===== src/rtl/uart_pkg.sv =====
`default_nettype none
// +--------------------------------------------------------------------------+
// | uart_pkg : shared UART constants, FSM state encoding, vote helper         |
// | Rev 1.0                                                                   |
// +--------------------------------------------------------------------------+
package uart_pkg;

  localparam int DATA_W         = 8;
  localparam int OVERSAMPLE_DEF = 16;

  localparam int ST_W = 3;
  localparam logic [ST_W-1:0] ST_IDLE   = 3'd0;
  localparam logic [ST_W-1:0] ST_START  = 3'd1;
  localparam logic [ST_W-1:0] ST_DATA   = 3'd2;
  localparam logic [ST_W-1:0] ST_PARITY = 3'd3;
  localparam logic [ST_W-1:0] ST_STOP   = 3'd4;

  function automatic logic maj3(input logic a, input logic b, input logic c);
    return (a & b) | (a & c) | (b & c);
  endfunction

endpackage
`default_nettype wire


===== src/rtl/uart_baud_tick.sv =====
`default_nettype none
// +--------------------------------------------------------------------------+
// | uart_baud_tick : divide-by-DIV tick generator with synchronous clear      |
// | Rev 1.0                                                                   |
// +--------------------------------------------------------------------------+
module uart_baud_tick #(
  parameter int DIV = 4
) (
  input  logic clk,
  input  logic rst_n,
  input  logic clr,
  output logic tick
);

  localparam int CW = (DIV > 1) ? $clog2(DIV) : 1;
  localparam logic [CW-1:0] C_LAST = CW'(DIV - 1);

  logic [CW-1:0] cnt_q;
  logic [CW-1:0] cnt_d;

  always_comb begin
    cnt_d = cnt_q;
    if (clr || (cnt_q == C_LAST)) begin
      cnt_d = '0;
    end else begin
      cnt_d = cnt_q + 1'b1;
    end
  end

  always_ff @(posedge clk or negedge rst_n) begin
    if (!rst_n) begin
      cnt_q <= '0;
    end else begin
      cnt_q <= cnt_d;
    end
  end

  // Clearing restarts the period, so the first tick lands DIV clocks later.
  assign tick = !clr && (cnt_q == C_LAST);

endmodule
`default_nettype wire


===== src/rtl/uart_rx.sv =====
`default_nettype none
// +--------------------------------------------------------------------------+
// | uart_rx : oversampling 8-bit UART receiver with 3-sample majority vote    |
// | Optional even parity: define UART_RX_PARITY_EN. Rev 1.0                   |
// +--------------------------------------------------------------------------+
module uart_rx
  import uart_pkg::*;
#(
  parameter int CLK_HZ     = 7372800,
  parameter int BAUD       = 115200,
  parameter int OVERSAMPLE = OVERSAMPLE_DEF
) (
  input  logic              clk,
  input  logic              rst,
  input  logic              rx,
  input  logic              fifo_full,
  output logic [DATA_W-1:0] rx_data,
  output logic              rx_valid,
  output logic              framing_err,
  output logic              overrun_err,
  output logic              busy
`ifdef UART_RX_PARITY_EN
  ,
  output logic              parity_err
`endif
);

  localparam int DIV = CLK_HZ / (BAUD * OVERSAMPLE);
  localparam int M   = OVERSAMPLE / 2;
  localparam int SW  = $clog2(OVERSAMPLE);
  localparam logic [SW-1:0] C_S_LAST = SW'(OVERSAMPLE - 1);
  localparam logic [SW-1:0] C_S_LO   = SW'(M - 1);
  localparam logic [SW-1:0] C_S_MID  = SW'(M);
  localparam logic [SW-1:0] C_S_DEC  = SW'(M + 1);

  logic              rx_meta_q, rx_s_q;
  logic [ST_W-1:0]   state_q, state_d;
  logic [SW-1:0]     s_cnt_q, s_cnt_d;
  logic [3:0]        bit_cnt_q, bit_cnt_d;
  logic [DATA_W-1:0] shreg_q, shreg_d;
  logic              v0_q, v0_d, v1_q, v1_d;
  logic              brk_q, brk_d;
  logic [DATA_W-1:0] rx_data_q, rx_data_d;
  logic              rx_valid_q, rx_valid_d;
  logic              fe_q, fe_d, ov_q, ov_d;
`ifdef UART_RX_PARITY_EN
  logic              par_q, par_d, pe_q, pe_d;
`endif

  logic          div_clr, tick, vote, dec, wrap;
  logic [SW-1:0] s_inc;

  uart_baud_tick #(.DIV(DIV)) u_tick (
    .clk   (clk),
    .rst_n (rst),
    .clr   (div_clr),
    .tick  (tick)
  );

  assign s_inc = (s_cnt_q == C_S_LAST) ? '0 : s_cnt_q + 1'b1;
  assign dec   = tick && (s_inc == C_S_DEC);
  assign wrap  = tick && (s_inc == '0);
  // Third vote sample is the live line value at the decision tick.
  assign vote  = maj3(v0_q, v1_q, rx_s_q);

  always_ff @(posedge clk or negedge rst) begin
    if (!rst) begin
      rx_meta_q  <= 1'b1;
      rx_s_q     <= 1'b1;
      state_q    <= ST_IDLE;
      s_cnt_q    <= '0;
      bit_cnt_q  <= '0;
      shreg_q    <= '0;
      v0_q       <= 1'b1;
      v1_q       <= 1'b1;
      brk_q      <= 1'b0;
      rx_data_q  <= '0;
      rx_valid_q <= 1'b0;
      fe_q       <= 1'b0;
      ov_q       <= 1'b0;
`ifdef UART_RX_PARITY_EN
      par_q      <= 1'b0;
      pe_q       <= 1'b0;
`endif
    end else begin
      rx_meta_q  <= rx;
      rx_s_q     <= rx_meta_q;
      state_q    <= state_d;
      s_cnt_q    <= s_cnt_d;
      bit_cnt_q  <= bit_cnt_d;
      shreg_q    <= shreg_d;
      v0_q       <= v0_d;
      v1_q       <= v1_d;
      brk_q      <= brk_d;
      rx_data_q  <= rx_data_d;
      rx_valid_q <= rx_valid_d;
      fe_q       <= fe_d;
      ov_q       <= ov_d;
`ifdef UART_RX_PARITY_EN
      par_q      <= par_d;
      pe_q       <= pe_d;
`endif
    end
  end

  always_comb begin
    state_d    = state_q;
    s_cnt_d    = tick ? s_inc : s_cnt_q;
    bit_cnt_d  = bit_cnt_q;
    shreg_d    = shreg_q;
    v0_d       = (tick && (s_inc == C_S_LO))  ? rx_s_q : v0_q;
    v1_d       = (tick && (s_inc == C_S_MID)) ? rx_s_q : v1_q;
    brk_d      = brk_q;
    rx_data_d  = rx_data_q;
    rx_valid_d = 1'b0;
    fe_d       = 1'b0;
    ov_d       = 1'b0;
    div_clr    = 1'b0;
`ifdef UART_RX_PARITY_EN
    par_d      = par_q;
    pe_d       = 1'b0;
`endif
    case (state_q)
      ST_IDLE: begin
        if (!rx_s_q) begin
          div_clr   = 1'b1;
          s_cnt_d   = '0;
          bit_cnt_d = '0;
          brk_d     = 1'b0;
          state_d   = ST_START;
        end
      end
      ST_START: begin
        if (dec) begin
          bit_cnt_d = '0;
          state_d   = vote ? ST_IDLE : ST_DATA;
        end
      end
      ST_DATA: begin
        // bit_cnt counts decided bits, so the start period's wrap is ignored.
        if (dec) begin
          shreg_d   = {vote, shreg_q[DATA_W-1:1]};
          bit_cnt_d = bit_cnt_q + 4'd1;
        end else if (wrap && (bit_cnt_q == 4'(DATA_W))) begin
`ifdef UART_RX_PARITY_EN
          state_d = ST_PARITY;
`else
          state_d = ST_STOP;
`endif
        end
      end
`ifdef UART_RX_PARITY_EN
      ST_PARITY: begin
        if (dec) begin
          par_d = vote;
        end else if (wrap) begin
          state_d = ST_STOP;
        end
      end
`endif
      ST_STOP: begin
        if (brk_q) begin
          if (rx_s_q) begin
            brk_d   = 1'b0;
            state_d = ST_IDLE;
          end
        end else if (dec) begin
          if (!vote) begin
            fe_d  = 1'b1;
            brk_d = 1'b1;
          end else begin
            state_d = ST_IDLE;
`ifdef UART_RX_PARITY_EN
            if (par_q != ^shreg_q) begin
              pe_d = 1'b1;
            end else
`endif
            if (fifo_full) begin
              ov_d = 1'b1;
            end else begin
              rx_valid_d = 1'b1;
              rx_data_d  = shreg_q;
            end
          end
        end
      end
      default: state_d = ST_IDLE;
    endcase
  end

  always_comb begin
    busy        = (state_q != ST_IDLE);
    rx_data     = rx_data_q;
    rx_valid    = rx_valid_q;
    framing_err = fe_q;
    overrun_err = ov_q;
`ifdef UART_RX_PARITY_EN
    parity_err  = pe_q;
`endif
  end

endmodule
`default_nettype wire

===== config.mk =====
export PLATFORM = sky130hd
export DESIGN_NAME = uart_rx
export DESIGN_NICKNAME = d
export VERILOG_FILES = /design/src/rtl/uart_pkg.sv /design/src/rtl/uart_baud_tick.sv /design/src/rtl/uart_rx.sv
export SDC_FILE = /design/constraint.sdc
export NUM_CORES = 1
export LEC_CHECK = 0
export CAP_MARGIN = 40
export CORE_ASPECT_RATIO = 1.5
export CORE_MARGIN = 5
export CORE_UTILIZATION = 40
export DETAILED_ROUTE_END_ITERATION = 16
export HOLD_SLACK_MARGIN = 0.12
export SETUP_SLACK_MARGIN = 0.1
export SYNTH_ARGS = -nofsm -noshare
export SYNTH_HDL_FRONTEND = slang
export SYNTH_HIERARCHICAL = 1
export SYNTH_SLANG_ARGS = --single-unit

===== constraint.sdc =====
create_clock -name clk -period 3.5 [get_ports clk]
set_clock_uncertainty 0.2 [all_clocks]
set_input_delay 0.7 -clock clk [delete_from_list [all_inputs] [get_ports clk]]
set_output_delay 0.7 -clock clk [all_outputs]
set_load 0.005 [all_outputs]

==> summary.md <==
| Metric | Value |
|---|---|
| Startpoint Class | register |
| Logic gate share of total power | 24.7% |
| Share of cells above drive strength 1 | 21.89% |
| Root buf cell | clkbuf_8 |
| Worst slew pin tran | 606.6 ps |
| Site Rows | 29 |
| Clk sink count | 37 |
| Router iterations before antenna repair | 4 |
| Area of the mapped netlist | 1744 um2 |
| GPL Wtd Cong | 0.9220 |
| Top post-synthesis cells by area | dfrtp_1 47%, mux2_2 12%, dfstp_2 6.0% |
| H-tree levels | 2 |
| Distinct cell type count after synthesis | 38 |
| Synth Area in Adders | 5.595% |
| CP Max Fanout | 10 |
| Post-CTS Hold Buffers | 0 |
| FILL cells | 385 |
| CTS tree | yes |
| Max-slew violation count | 0 |
| First-pass GRT wire length | 5733 um |
| Mux contribution to synthesized area | 12.20% |
| Worst hold path type | register to register |
| Clock transition at path regs | 70 ps |
| Pwr dens | 538.9 nW/um2 |
| Core footprint | 4245 um2 |
| Number of setup buffers added after CTS | 0 |
| Synth Register Bits | 37 |
| Diode count | 0 |
| Worst endpoint data arrival time | 3050 ps |
| CP required | 3470 ps |
| Ports | 16 |
| Worst vdd ir | 0.0004258 V |
| Fin crit period | 3082 ps |
| Total CTS buffers | 5 |
| Grt ovf | 0 |
| EDFF count, synth | 0 |
| Setup slack, reg-to-reg | 420 ps |
| Critical path class | register to register |
| Highest clock rate | 324.4 MHz |
| Die area | 5808 um2 |
| Multi-input logic area | 763.2 um2 |
| GRT Util Overall | 12.64% |
| Post-layout util | 48.31% |
| Final setup violation count | 0 |
| Via count | 1180 |
| Int Power | 0.7663 mW |
| Die Ht | 90.88 um |
| Drt wl/cell | 14.89 um |
| Switching pwr | 0.3389 mW |
| Area Growth Syn to Fin | 17.58% |
| Residual DRC count | 0 |
| Switching share of power | 30.66% |
| Port-buffer cells | 15 |
| Register area share after synthesis | 53.37% |
| Largest family of logic cells by synthesized area | simple AND/OR/NAND/NOR gates |
| LEAKAGE | 0.9379 nW |
| Vias in the first global route | 1239 |
| Status | completed |
| Clock network fraction of total power | 27.4% |
| Vias per cell | 5.488 |
| Synth Area per Inst | 11.87 um2 |
| Pin count of the biggest net entering global routing | 38 |
| Final HPWL DP | 2407 um |
| Nets | 179 |
| DRT iter0 DRCs | 40 |
| Syn. warnings | 6 |
| Clock Latency Late Sink | 290 ps |
| Worst Setup End Kind | register |
| Starting Density | 41.08% |
| Unrepaired setup endpoints after global routing | false |
| Post-synth top area share | 47.35% |
| Antenna viol nets, final | 0 |
| Maximum clock path buffer count | 2 |
| Synth Instances | 147 |
| Ys async rst share | 100.0% |
| Die X | 63.92 um |
| Final hold vios | 0 |
| Cts repair resizes | 0 |
| Sum Neg Setup Slack | 0 ps |
| Fin crit share | 88.07% |
| Antenna violations before repair | 0 |
| Final wirelength | 3202 um |
| Sequential cell area | 930.9 um2 |
| Slew headroom | 59.48% |
| Post-Synth XOR/XNOR Area | 2.009% |
| Flop pwr share | 47.9% |
| Top_reg_cell synth | dfrtp_1 |
| Post-Synth Simple-Gate Area | 16.71% |
| Area leader, netlist | dfrtp_1 |
| Mapped Nets | 158 |
| Compound-cell area share of the yosys netlist | 7.245% |
| Max Cap Viol | 0 |
## worst max-delay path, cell delays in order, from the launching register on
cell and delay [ps]:
dfrtp_1 490, or3_1 180, or2_2 130, inv_1 50
nor2b_1 480, nand4b_1 190, o22a_2 310, nor4_4 530
mux2_2 390
## worst paths after layout
| path | cells past startpoint | end | startpoint |
|---|---|---|---|
| max in group asynchronous | 2 | rx_meta_q$_DFF_PN1_ | rst |
| min reg2reg | 0 | rx_s_q$_DFF_PN1_ | rx_meta_q$_DFF_PN1_ |
| max | 8 | rx_data[0]$_DFFE_PN0P_ | state_q[2]$_DFFE_PN0P_ |
| min | 0 | rx_s_q$_DFF_PN1_ | rx_meta_q$_DFF_PN1_ |
| max reg2reg | 8 | rx_data[0]$_DFFE_PN0P_ | state_q[2]$_DFFE_PN0P_ |
| min in group asynchronous | 2 | framing_err$_DFF_PN0_ | rst |
## metal layers
layer | GRT usage (%) | up-vias | wire [um]
met5 | 0 | - | 0
met3 | 4.234 | 10 | 156
met1 | 13.37 | 582 | 1235
met4 | 6.239 | 0 | 91
li1 | - | 562 | -
met2 | 21.73 | 26 | 1719
## per-stage QoR
stage / hold slack, ps / setup WS, ps / power [mW] / instance area (um2) / std cells
final: 175.2 / 417.5 / 1.105 / 2051 / 215
after global routing: 184.4 / 247.2 / 1.184 / 2051 / 215
after CTS: 181.7 / 437.7 / 1.119 / 2051 / 215
after detailed placement: 163.7 / 475.5 / 0.8109 / 1954 / 207
after global placement: 164.9 / 522.1 / 0.8036 / 1954 / 207
after floorplan: 145.2 / 718.7 / 0.7275 / 1744 / 147
## cell usage in the layout (no fill, tap or decap), drive strengths merged, types with 4 or more instances in the layout
cell type | synthesis | routed
o21ai | 5 | 5
nand3 | 4 | 4
dfstp | 4 | 4
clkbuf | 2 | 6
dfrtp | 33 | 33
mux2 | 18 | 18
nor2 | 8 | 8
nor2b | 4 | 4
ha | 7 | 7
nand2b | 6 | 6
nand2 | 8 | 8
clkdlybuf4s50 | 0 | 15
inv | 8 | 8
nand4b | 4 | 4
## Yosys cell counts, types with 2 or more instances
library cell and instances:
o22ai_1 3, dfrtp_1 33, o211ai_1 2, o21ai_0 5
nor2_1 8, nor2b_1 4, nand4b_1 4, nand2_1 8
xnor2_1 3, nand2b_1 6, nand3b_1 2, clkbuf_1 2
ha_1 7, nand4_1 2, a21o_1 2, nor3_1 3
mux2_2 18, nand3_1 4, inv_1 8, nor4_1 2
dfstp_2 4
## cells by family (layout without fill, tap and decap cells)
| family | after synthesis | count (layout) |
|---|---|---|
| AND/OR/NAND/NOR | 49 | 49 |
| flip-flops | 37 | 37 |
| multiplexers | 19 | 19 |
| AO/OA/AOI/OAI | 18 | 18 |
| buffers and inverters | 12 | 34 |
| adder cells (fa/ha/maj) | 8 | 8 |
| XOR/XNOR | 4 | 4 |
## area by class of cell
type	count	share of cell area (%)
Clock buffer	6	4.027
Clock inverter	2	0.6711
Inverter	8	1.464
Multi-Input combinational cell	98	37.22
Sequential cell	37	45.39
Tap cell	46	2.807
Timing Repair Buffer	18	8.420
## sequential cells by signal (all words and copies together), names as in the netlist
register / count
bit_cnt_q: 4
brk_q: 1
framing_err: 1
overrun_err: 1
rx_data: 8
rx_meta_q: 1
rx_s_q: 1
rx_valid: 1
s_cnt_q: 4
shreg_q: 8
state_q: 3
u_tick/cnt_q: 2
v0_q: 1
v1_q: 1
## power by group through the flow
| stage | Combinational (mW) | Clock (mW) | Sequential, mW |
|---|---|---|---|
| floorplan | 0.206 | 0 | 0.522 |
| global placement | 0.269 | 0 | 0.535 |
| detailed placement | 0.276 | 0 | 0.535 |
| CTS | 0.277 | 0.314 | 0.528 |
| global route | 0.308 | 0.339 | 0.537 |
| finish | 0.273 | 0.303 | 0.529 |
No activity file was read; power rests on OpenSTA's default activity.
